### src/rtl/seq_sum_n.sv
// Digit-serial adder/subtractor: DIGIT bits per clock, LSB first, with a start/done handshake.
// Result, carry-out and signed overflow are registered and held until the next completion.
module seq_sum_n #(
  parameter int unsigned WIDTH = 5,
  parameter int unsigned DIGIT = 1
) (
  input  logic             clk,
  input  logic             rst,
  input  logic             start,
  input  logic [WIDTH-1:0] a,
  input  logic [WIDTH-1:0] b,
  input  logic             ci,
  input  logic             sub,
  output logic             busy,
  output logic             done,
  output logic [WIDTH-1:0] sum,
  output logic             co,
  output logic             ovf
);

  localparam int unsigned NSTEPS = (WIDTH + DIGIT - 1) / DIGIT;
  localparam int unsigned PW     = NSTEPS * DIGIT;
  localparam int unsigned SW     = (NSTEPS > 1) ? $clog2(NSTEPS) : 1;
  // Position of result bit WIDTH-1 inside the final digit; bits above it are padding.
  localparam int unsigned MSBPOS = WIDTH - 1 - (NSTEPS - 1) * DIGIT;

  typedef enum logic [1:0] {
    IDLE = 2'd0,
    RUN  = 2'd1,
    DONE = 2'd2
  } state_t;

  state_t          state;
  logic [SW-1:0]   step;
  logic            carry;
  logic [PW-1:0]   a_r;
  logic [PW-1:0]   b_r;
  logic [PW-1:0]   res_r;

  logic [DIGIT:0]   cv;
  logic [DIGIT-1:0] dsum;
  logic [PW-1:0]    res_next;
  logic             last_step;

  // Ripple add of the current digit; cv[i] is the carry into bit i of the digit.
  always_comb begin
    cv   = '0;
    dsum = '0;
    cv[0] = carry;
    for (int i = 0; i < int'(DIGIT); i++) begin
      dsum[i]  = a_r[i] ^ b_r[i] ^ cv[i];
      cv[i+1]  = (a_r[i] & b_r[i]) | (cv[i] & (a_r[i] ^ b_r[i]));
    end
  end

  assign res_next  = PW'({dsum, res_r} >> DIGIT);
  assign last_step = (step == SW'(NSTEPS - 1));

  always_ff @(posedge clk) begin
    if (rst) begin
      state <= IDLE;
      busy  <= 1'b0;
      done  <= 1'b0;
      sum   <= '0;
      co    <= 1'b0;
      ovf   <= 1'b0;
      step  <= '0;
      carry <= 1'b0;
      a_r   <= '0;
      b_r   <= '0;
      res_r <= '0;
    end else begin
      done <= 1'b0;
      case (state)
        IDLE, DONE: begin
          if (start) begin
            // Subtraction as a + ~b + ~ci: invert B and the borrow once at accept time.
            a_r   <= PW'(a);
            b_r   <= PW'(b ^ {WIDTH{sub}});
            carry <= sub ? ~ci : ci;
            step  <= '0;
            state <= RUN;
            busy  <= 1'b1;
          end else begin
            state <= IDLE;
          end
        end
        RUN: begin
          a_r   <= a_r >> DIGIT;
          b_r   <= b_r >> DIGIT;
          res_r <= res_next;
          carry <= cv[DIGIT];
          step  <= step + SW'(1);
          if (last_step) begin
            state <= DONE;
            busy  <= 1'b0;
            done  <= 1'b1;
            sum   <= res_next[WIDTH-1:0];
            co    <= cv[MSBPOS+1];
            ovf   <= cv[MSBPOS] ^ cv[MSBPOS+1];
          end
        end
        default: begin
          state <= IDLE;
          busy  <= 1'b0;
        end
      endcase
    end
  end

endmodule

### config.mk
export PLATFORM = sky130hd
export DESIGN_NAME = seq_sum_n
export DESIGN_NICKNAME = d
export VERILOG_FILES = /design/src/rtl/seq_sum_n.sv
export SDC_FILE = /design/constraint.sdc
export NUM_CORES = 1
export LEC_CHECK = 0
export CAP_MARGIN = 5
export CORE_ASPECT_RATIO = 1.5
export CORE_MARGIN = 2
export CORE_UTILIZATION = 54
export DETAILED_ROUTE_END_ITERATION = 10
export DONT_BUFFER_PORTS = 1
export PLACE_DENSITY = 0.78
export RECOVER_POWER = 25
export SYNTH_ARGS = -nofsm -noshare
export SYNTH_HDL_FRONTEND = slang
export SYNTH_SLANG_ARGS = --single-unit
### constraint.sdc
create_clock -name clk -period 3.3 [get_ports clk]
set_input_delay 0.495 -clock clk [delete_from_list [all_inputs] [get_ports clk]]
set_output_delay 0.495 -clock clk [all_outputs]
set_load 0.05 [all_outputs]
## After elaboration in Yosys (flattened, before gate mapping)

Index checks and enable logic that the tools add are counted.

| word-level totals | value |
|---|---|
| logic and storage cells | 49 |
| register bits | 30 |
| bits of input ports | 15 |
| output and inout bits | 9 |

| cells by class | value |
|---|---|
| reduce and logical (&&, ||, !) cells | 7 |
| muxes and demuxes | 16 |
| $add $sub $neg | 1 |
| bitwise gates (word level) | 9 |
| equality and inequality tests | 5 |

Operators by type and width:

| kind | number |
|---|---|
| case mux 5 bit (2 select lines) | 2 |
| 2-to-1 mux 5 bit | 2 |
| 2-to-1 mux 1 bit | 6 |
| case mux 3 bit (2 select lines) | 1 |
| AND reduction 2 bit | 3 |
| bitwise XOR 5 bit | 1 |
| inequality test 2 bit, second input constant | 2 |
| case mux 1 bit (2 select lines) | 2 |
| case mux 2 bit (2 select lines) | 1 |
| OR reduction 2 bit | 2 |
| adder 3 x 1 -> 3 bit, second input constant | 1 |
| equality test 3 bit, second input constant | 1 |
| 2-to-1 mux 3 bit | 1 |
| bitwise XOR 1 bit | 3 |
| AND 1 bit | 2 |
| equality test 2 x 1 -> 1 bit, second input constant | 1 |
| equality test 2 bit, second input constant | 1 |
| zero test 2 bit | 1 |
| 2-to-1 mux 2 bit | 1 |
| inverter 1 bit | 2 |
| nonzero test 2 bit | 1 |
| bitwise OR 1 bit | 1 |

## Longest topological paths before layout

| logic depth | value |
|---|---|
| word-level depth | 4 |
| depth in mapped cells | 6 |
| mapped depth without buffers | 5 |

## Worst setup path before layout

Ideal clock, no wire load.

| timing path | value |
|---|---|
| kind | reg2reg |
| start | register step[0] |
| end | register ovf |
| data arrival time | 1.083 ns |
| slack | 2.083 ns |
| cell stages (with the launch flop) | 7 |
| required time | 3.166 ns |
| path buffers | 1 |
| period minus slack after synthesis | 1.217 ns |
| setup time | 0.134 ns |
| cell sequence | dfxtp_1 -> inv_1 -> ha_1 -> and4b_1 -> buf_4 -> nor2_1 -> a211oi_2 |

| on the way | value |
|---|---|
| cells in the longest elaborated chain, start to end | 2 |

RTL lines:

| item | line | source |
|---|---|---|
| from (decl) | 34 | `logic [SW-1:0] step;` |
| from (signal assigned) | 93 | `step <= step + SW'(1);` |
| equality test 3 bit | 57 | `assign last_step = (step == SW'(NSTEPS - 1));` |
| AND reduction 2 bit (no line) | -- |  |
| to (signal assigned) | 100 | `ovf <= cv[MSBPOS] ^ cv[MSBPOS+1];` |
| to (decl) | 18 | `output logic ovf` |

No other way between the ends.
A chain may end at the register's enable or synchronous reset.

## Worst setup path after layout

| timing path | value |
|---|---|
| start | register busy |
| end | output port busy |

RTL lines:

| item | line | source |
|---|---|---|
| from (decl) | 14 | `output logic busy,` |
| from (signal assigned) | 62 | `busy <= 1'b0;` |
| from (signal assigned) | 83 | `busy <= 1'b1;` |
| from (signal assigned) | 96 | `busy <= 1'b0;` |

No word-level cell between the ends.

==> flow_metrics.tcl <==
set metrics [dict create \
    ys_seq_area_frac 0.4562 \
    power.internal_mw 0.4691 \
    drt_iter0_markers 8 \
    wl_met2_um 1067 \
    synth_ff_type "dfxtp_1" \
    grt_max_degree 30 \
    place.gp.congestion 0.7462 \
    ctsHoldBuffers 0 \
    yosys_warnings 0 \
    peakVddDrop_mv 0.4505 \
    startpoint "busy" \
    synth.area.top_cells "dfxtp_1 (46%), a21oi_1 (10%), nand2_1 (7.4%)" \
    routed.top_layer "met4" \
    multi_input_area_um2 585.6 \
    synthesis.area_um2 1272 \
    grt_usage 0.1820 \
    start_util 0.5697 \
    fin_util 0.5630 \
    max_clock_freq_mhz 681.7 \
    die_area_um2 2769 \
    wl_met1_um 878 \
    syn_inst 143 \
    r2r_start "state[0]" \
    switching_share 0.2652 \
    antenna_found_initial 0 \
    syn_nets 161 \
    tightest_slew_ps 612.1 \
    r2r_cells 3 \
    path_depth 0 \
    fill_cells 218 \
    hold_class "input port to flop" \
    worst-path-max-fanout 2 \
    layout.nets 156 \
    clockBufferDepth 2 \
    met3WireLength_um 140 \
    cts-root-buf "clkbuf_4" \
    cts_tree "done" \
    power_frac_comb 0.090 \
    finalPower_mw 0.6383 \
    rsz0062_at_grt "no" \
    io_buffer_count 0 \
    vias 937 \
    finalCritPeriodShare 0.4445 \
    synth-seq-cells 29 \
    synth_edf_count 0 \
    cts.clk_slew.worst_paths_ps 90 \
    syn_avg_cell_area_um2 8.898 \
    maxSlewViolCount 0 \
    cts_buffers 5 \
    cap_violations 0 \
    drc 0 \
    cts.sink_count 29 \
    hold_violations 0 \
    drive_above_1_share 0.1007 \
    skew_ps 8.136 \
    design_area_um2 1257 \
    diodes 0 \
    slew_headroom 0.5920 \
    grt_overflow 0 \
    ioPinCount 24 \
    post_cts_buffers 0 \
    drt_wl_total_um 2154 \
    p_sw_mw 0.1693 \
    synth.top_cell.area_share 0.4562 \
    cp_data_required_time_ps 2800 \
    reg2reg_setup_slack_ps 1910 \
    chipWidth_um 43.64 \
    drt-pass1-iter-count 4 \
    pwr-share-clk 0.315 \
    setup_tns_ps 0 \
    placed_cell_area_um2 1209 \
    clkLatencyLatePin_ps 330 \
    dp_hpwl_um 1497 \
    synth_commonest_cells "dfxtp_1 (29), a21oi_1 (26), nand2_1 (25)" \
    yosysUniqueCellTypes 28 \
    rows 21 \
    timing.hold.ws_ps 216.8 \
    area_growth_pct -1.180 \
    outcome "finished, final reports clean" \
    seqPwrFrac 0.595 \
    post-route-min-period_ps 1467 \
    ant_nets 0 \
    cp.arrival_ps 970 \
    leakage_nw 0.4320 \
    cts_resized 0 \
    grt_pass1_vias 870 \
    end_kind "output pin" \
    setup_violations 0 \
    cp-start-kind "flop" \
    via_per_inst 5.784 \
    seqCellArea_um2 580.6 \
    htree_num_levels 2 \
    whs_path_depth 1 \
    async_flop_share 0 \
    yosysMostFrequentCell "dfxtp_1" \
    wire_per_inst_um 13.30 \
    die_y_um 63.46 \
    min-delay-start "rst" \
    core_area_um2 2233 \
    worstSetupPathType "flop to output pin" \
    synth_top_cell_by_area "dfxtp_1" \
    power.density_nw_per_um2 507.6 \
    grt_pass1_wl_um 3808 \
]
per-stage QoR:
step,std cells,setup slack [ps]
after floorplan,143,2083
after global placement,154,1974
after detailed placement,154,1933
after CTS,162,1810
after global routing,162,1747
final,162,1833
power by group through the flow:
stage	Clock [mW]	Combinational, mW	Sequential (mW)
4_1_cts	0.209	0.0580	0.380
3_5_place_dp	0	0.0578	0.388
2_1_floorplan	0	0.0691	0.384
3_3_place_gp	0	0.0564	0.387
6_report	0.201	0.0577	0.380
5_1_grt	0.222	0.0670	0.382
layout by cell type, fill, tap and decap left out, drive strengths merged, types with 2 or more instances in the layout:
master and n:
a22oi 9, nand2 25, ha 2, nand2b 2
a21oi 27, nor2 4, xor2 6, clkinv 2
clkbuf 6, dfxtp 29, nand3 14, inv 3
metal layers:
metal | track usage | vias up
li1 | - | 476
met2 | 0.2794 | 35
met3 | 0.04585 | 7
met4 | 0.1288 | 0
met1 | 0.2122 | 419
met5 | 0 | -
kinds of logic (layout without fill, tap and decap cells):
| group | after synthesis | in the layout | share of synthesized area |
|---|---|---|---|
| simple gates | 51 | 51 | 0.1908 |
| fa+ha+maj | 3 | 3 | 0.03540 |
| xor+xnor | 7 | 7 | 0.04818 |
| buf+inv | 15 | 11 | 0.08161 |
| compound gates | 38 | 38 | 0.1878 |
| flops | 29 | 29 | 0.4562 |
flip-flops by register name (all words and copies together) (netlist names):
| name | count |
|---|---|
| a_r | 5 |
| b_r | 5 |
| busy | 1 |
| carry | 1 |
| co | 1 |
| done | 1 |
| ovf | 1 |
| res_r | 4 |
| state | 2 |
| step | 3 |
| sum | 5 |
area by class of cell:
type                            count  area share
Clock inverter                      2    0.007960
Inverter                            3    0.008955
Tap cell                           23     0.02289
Sequential cell                    29      0.4617
Clock buffer                        6     0.03284
Multi-Input combinational cell     99      0.4657
worst paths after layout:
kind | endpoint
max | busy
min | step[0]
max reg2reg | b_r[3]
min reg2reg | sum[0]
No activity file was read; power rests on OpenSTA's default activity.
